--- src/rtl/regfile_scoreboard.sv ---
// Register file with NREAD combinational read ports, one writeback port and a per-register busy scoreboard.
// Optional REGFILE_BYPASS_EN: same-cycle writeback data and cleared busy are forwarded onto matching read ports.
module regfile_scoreboard #(
  parameter int unsigned XLEN     = 32,
  parameter int unsigned NREGS    = 32,
  parameter int unsigned NREAD    = 2,
  parameter int unsigned ZERO_REG = 1,
  localparam int unsigned AW      = $clog2(NREGS)
) (
  input  logic                  clk,
  input  logic                  reset,
  input  logic [NREAD*AW-1:0]   raddr,
  output logic [NREAD*XLEN-1:0] rdata,
  output logic [NREAD-1:0]      rbusy,
  input  logic                  issue_valid,
  input  logic [AW-1:0]         issue_rd,
  output logic                  issue_ready,
  input  logic                  wb_valid,
  input  logic [AW-1:0]         wb_rd,
  input  logic [XLEN-1:0]       wb_data
);

  localparam bit HARD_ZERO = (ZERO_REG != 0);

  logic [XLEN-1:0]  rf_q [NREGS];
  logic [XLEN-1:0]  rf_d [NREGS];
  logic [NREGS-1:0] busy_q;
  logic [NREGS-1:0] busy_d;
  logic             wb_en;
  logic             issue_fire;

  // Register 0 never stores data nor becomes busy when hardwired.
  assign wb_en       = wb_valid && !(HARD_ZERO && (wb_rd == AW'(0)));
  assign issue_ready = !reset && (!busy_q[issue_rd] || (wb_valid && (wb_rd == issue_rd)));
  assign issue_fire  = issue_valid && issue_ready && !(HARD_ZERO && (issue_rd == AW'(0)));

  // Writeback clears busy first; a same-cycle issue to the same register re-marks it.
  always_comb begin
    rf_d   = rf_q;
    busy_d = busy_q;
    if (wb_en) begin
      rf_d[wb_rd]   = wb_data;
      busy_d[wb_rd] = 1'b0;
    end
    if (issue_fire) begin
      busy_d[issue_rd] = 1'b1;
    end
  end

  always_ff @(posedge clk or posedge reset) begin
    if (reset) begin
      for (int unsigned r = 0; r < NREGS; r++) begin
        rf_q[r] <= '0;
      end
      busy_q <= '0;
    end else begin
      rf_q   <= rf_d;
      busy_q <= busy_d;
    end
  end

  for (genvar g = 0; g < NREAD; g++) begin : g_rd
    logic [AW-1:0] addr;
    logic          hit;

    assign addr = raddr[g*AW +: AW];
`ifdef REGFILE_BYPASS_EN
    assign hit  = wb_en && (wb_rd == addr);
`else
    assign hit  = 1'b0;
`endif
    assign rdata[g*XLEN +: XLEN] = reset ? '0 : (hit ? wb_data : rf_q[addr]);
    assign rbusy[g]              = !reset && !hit && busy_q[addr];
  end

endmodule

--- config.mk ---
export PLATFORM = sky130hd
export DESIGN_NAME = regfile_scoreboard
export DESIGN_NICKNAME = d
export VERILOG_FILES = /design/src/rtl/regfile_scoreboard.sv
export SDC_FILE = /design/constraint.sdc
export NUM_CORES = 2
export LEC_CHECK = 0
export CAP_MARGIN = 15
export CORE_ASPECT_RATIO = 1.2
export CORE_MARGIN = 5
export CORE_UTILIZATION = 55
export CTS_CLUSTER_DIAMETER = 200
export CTS_CLUSTER_SIZE = 14
export DETAILED_ROUTE_END_ITERATION = 6
export PLACE_DENSITY_LB_ADDON = 0.15
export SYNTH_ARGS = -nofsm -noshare
export SYNTH_HDL_FRONTEND = slang
export SYNTH_SLANG_ARGS = --single-unit
--- constraint.sdc ---
create_clock -name clk -period 71.4 [get_ports clk]
set_input_delay 14.28 -clock clk [delete_from_list [all_inputs] [get_ports clk]]
set_output_delay 14.28 -clock clk [all_outputs]
set_load 0.005 [all_outputs]
==> flow_summary_export.csv <==
group,metric,value,unit
status,status,"completed",
final_layout,layout-area-overhead-vs-synth,7.53,%
timing,fmax,30.3,MHz
worst_hold_path,min_from,"rf_q[994]$_DFFE_PP0P_",
cts,cts_resized,0,
logic_synthesis,synthTopCellsByArea,"dfrtp_1 (47%), mux4_2 (27%), mux2_2 (20%), clkbuf_1 (1.5%), a22o_1 (1.0%)",
timing,rsz0062_at_grt,"no",
logic_synthesis,syn_area,56000,um^2
route,vias,32900,
cts,clockRootBuffer,"clkbuf_16",
logic_synthesis,synth_top_family_by_area,"multiplexers",
timing,fin_tns_setup,0,ps
setup_path,startpoint_type,"input port",
global_route,grt_pass1_wl,237000,um
job,drv_cap,0,
global_route,antenna_found_initial,5,
floorplan,start_util,55.2,%
timing,setup_violations,0,
pwr,p_leak,0.0253,uW
route,route.final.wire_length,158000,um
timing,clock_skew,7.91,ps
floorplan,core-area,101000,um^2
logic_synthesis,async_reset_ff_share,100,%
logic_synthesis,yosysMostFrequentCell,"dfrtp_1",
setup_path,worstPathArrival,18750,ps
setup_path,end_kind,"output port",
floorplan,fp.dieW,301,um
logic_synthesis,synth-seq-area-share,47.2,%
pwr,switchingPower,421,uW
floorplan,die_area,108000,um^2
pwr,peakVddDrop,0.0000172,V
setup_path,r2r_start,"busy_q[15]$_DFF_PP0_",
worst_hold_path,hold_class,"flop to flop",
global_route,gr-total-overflow,0,
setup_path,critical_path_required,57120,ps
logic_synthesis,synthAdderAreaFrac,0,%
pwr,switching_share,26.6,%
pwr,internal_power,1160,uW
logic_synthesis,netlist_top_cells_count,"dfrtp_1 (1,056), mux2_2 (1,000), mux4_2 (661)",
cts,htreeDepth,3,
final_layout,fin_nets,3288,
logic_synthesis,syn_avg_cell_area,16.7,um^2
timing,worstMarginPinSlew,1120,ps
logic_synthesis,syn-num-nets,3417,
cts,cts_made_buffers,85,
logic_synthesis,synth_area_leader_cell,"dfrtp_1",
cts,cts.sinks,1056,
route,vias_per_cell,7.14,
cts,clk_latency,660,ps
global_route,grt_usage,29.4,%
cts,clock_path_buffers,3,
place,gp_congestion,0.804,
cts,post_cts_buffers,0,
floorplan,top_level_ports,123,
cts,clk_pin_slew_worst_paths,60,ps
logic_synthesis,yosysWarnings,0,
logic_synthesis,synth_xor_area_share,0.0782,%
timing,finalHoldViolCount,0,
timing,min_period,33030,ps
setup_path,cp-startpoint,"raddr[1]",
global_route,grt_max_degree,175,
logic_synthesis,synthSimpleGateAreaFrac,1.03,%
route,dr.pass1.iters,7,
logic_synthesis,synth_compound_area_share,1.65,%
place,dp.cells,4505,
cts,cts_tree,"built",
pwr,clkPwrFrac,27.4,%
final_layout,drive_gt1_share,57.5,%
route,ant_nets,0,
route,route.detailed.drc,0,
place,port_buffers,122,
final_layout,nFillCells,7415,
timing,worst_slew_margin_rel,25.3,%
final_layout,instances_no_fill,4608,
timing,period_share,46.3,%
logic_synthesis,synth-seq-cells,1056,
logic_synthesis,synth-main-ff-cell,"dfrtp_1",
global_route,grt_pass1_vias,35200,
timing,maxSlewViolCount,0,
logic_synthesis,muxShareOfSynthArea,46.8,%
pwr,p_per_area,26.2,nW/um^2
timing,hold_ws,398,ps
floorplan,die_h,360,um
pwr,power.share.sequential,50.3,%
route,avgRoutedWirePerCell,34.3,um
logic_synthesis,synth-edff-count,0,
logic_synthesis,synth_top_area_share,47.2,%
logic_synthesis,synthDistinctLibCells,41,
cts,holdBufCountCts,0,
place,dpl.hpwl,83600,um
route,first_iter_violations,2881,
logic_synthesis,syn_inst,3361,
pwr,p_comb_share,22.3,%
setup_path,critPathKind,"input port to output port",
floorplan,rows,128,
setup_path,crit_path_max_fanout,87,
-- final cells by class --
type                       count  area [um^2]  share of cell area [%]
antenna                        5         12.5                  0.0208
clock buffer                  88         2200                    3.66
clock inverter                 5         51.3                  0.0852
inverter                       6         30.0                  0.0499
multi-input combinational   1896        27900                    46.4
sequential                  1056        26400                    43.9
tap                         1365         1710                    2.84
timing repair buffer         187         1870                    3.10
-- cells in the final DEF (no fill, tap or decap), drive strengths merged, types with 12 or more instances in the layout --
cell	netlist	layout
mux4	661	661
mux2	1000	1000
nand3	21	21
nor2	18	18
o21ai	21	21
nand2	36	36
clkbuf	221	88
a32o	12	12
dfrtp	1056	1056
clkdlybuf4s50	0	114
a22o	67	67
buf	182	73
-- sequential cells by signal, summed over array words and instances (netlist names) --
signal / count
rf_q: 1024
busy_q: 32
-- metrics by stage --
step	setup WS [ps]	util (%)	total power, uW	area, um^2
global route	38140	59.4	1650	60200
floorplan	14730	-	1060	56000
detailed placement	38360	57.0	1150	57800
finish	38370	59.4	1580	60200
CTS	38370	59.3	1590	60100
global placement	38390	57.0	1130	57800
-- kinds of logic (layout without fill, tap and decap cells) --
kind of cell / count (synthesis) / count (layout)
muxes: 1667 / 1667
buffers and inverters: 409 / 286
DFF: 1056 / 1056
xor gates and xnor gates: 5 / 5
other: 0 / 5
and+or+nand+nor: 110 / 110
AOI/OAI and AO/OA: 114 / 114
-- metal layers --
metal  track usage [%]  share of wire (%)  up-vias
li1                  -                  -    12900
met1              41.4                 40    18300
met2              46.9                 49     1347
met3              5.92                7.6      308
met4              9.60                3.6        2
met5                 0             0.0082        -
-- worst max-delay path, cell delays in order --
cell and delay (ps):
buf_8 580, buf_4 850, buf_4 990, mux4_2 610, mux4_2 490, a22o_1 310
clkdlybuf4s50_1 540
-- power groups by stage --
stage | logic, uW | registers, uW | clock network, uW
2_1_floorplan | 283 | 775 | 0
3_3_place_gp | 340 | 791 | 0
3_5_place_dp | 352 | 802 | 0
4_1_cts | 353 | 791 | 442
5_1_grt | 376 | 806 | 463
6_report | 352 | 795 | 432
-- worst paths after layout --
path	slack [ps]	depth (start not counted)	endpoint
setup / recovery	38370	7	rdata[24]
hold / removal	400	0	rf_q[994]$_DFFE_PP0P_
setup reg to reg	69450	5	busy_q[3]$_DFF_PP0_
hold reg to reg	400	0	rf_q[994]$_DFFE_PP0P_
max in group asynchronous	53110	6	rf_q[750]$_DFFE_PP0P_
min in group asynchronous	14910	2	busy_q[21]$_DFF_PP0_
Note: power is estimated with default switching activity, not from simulation.
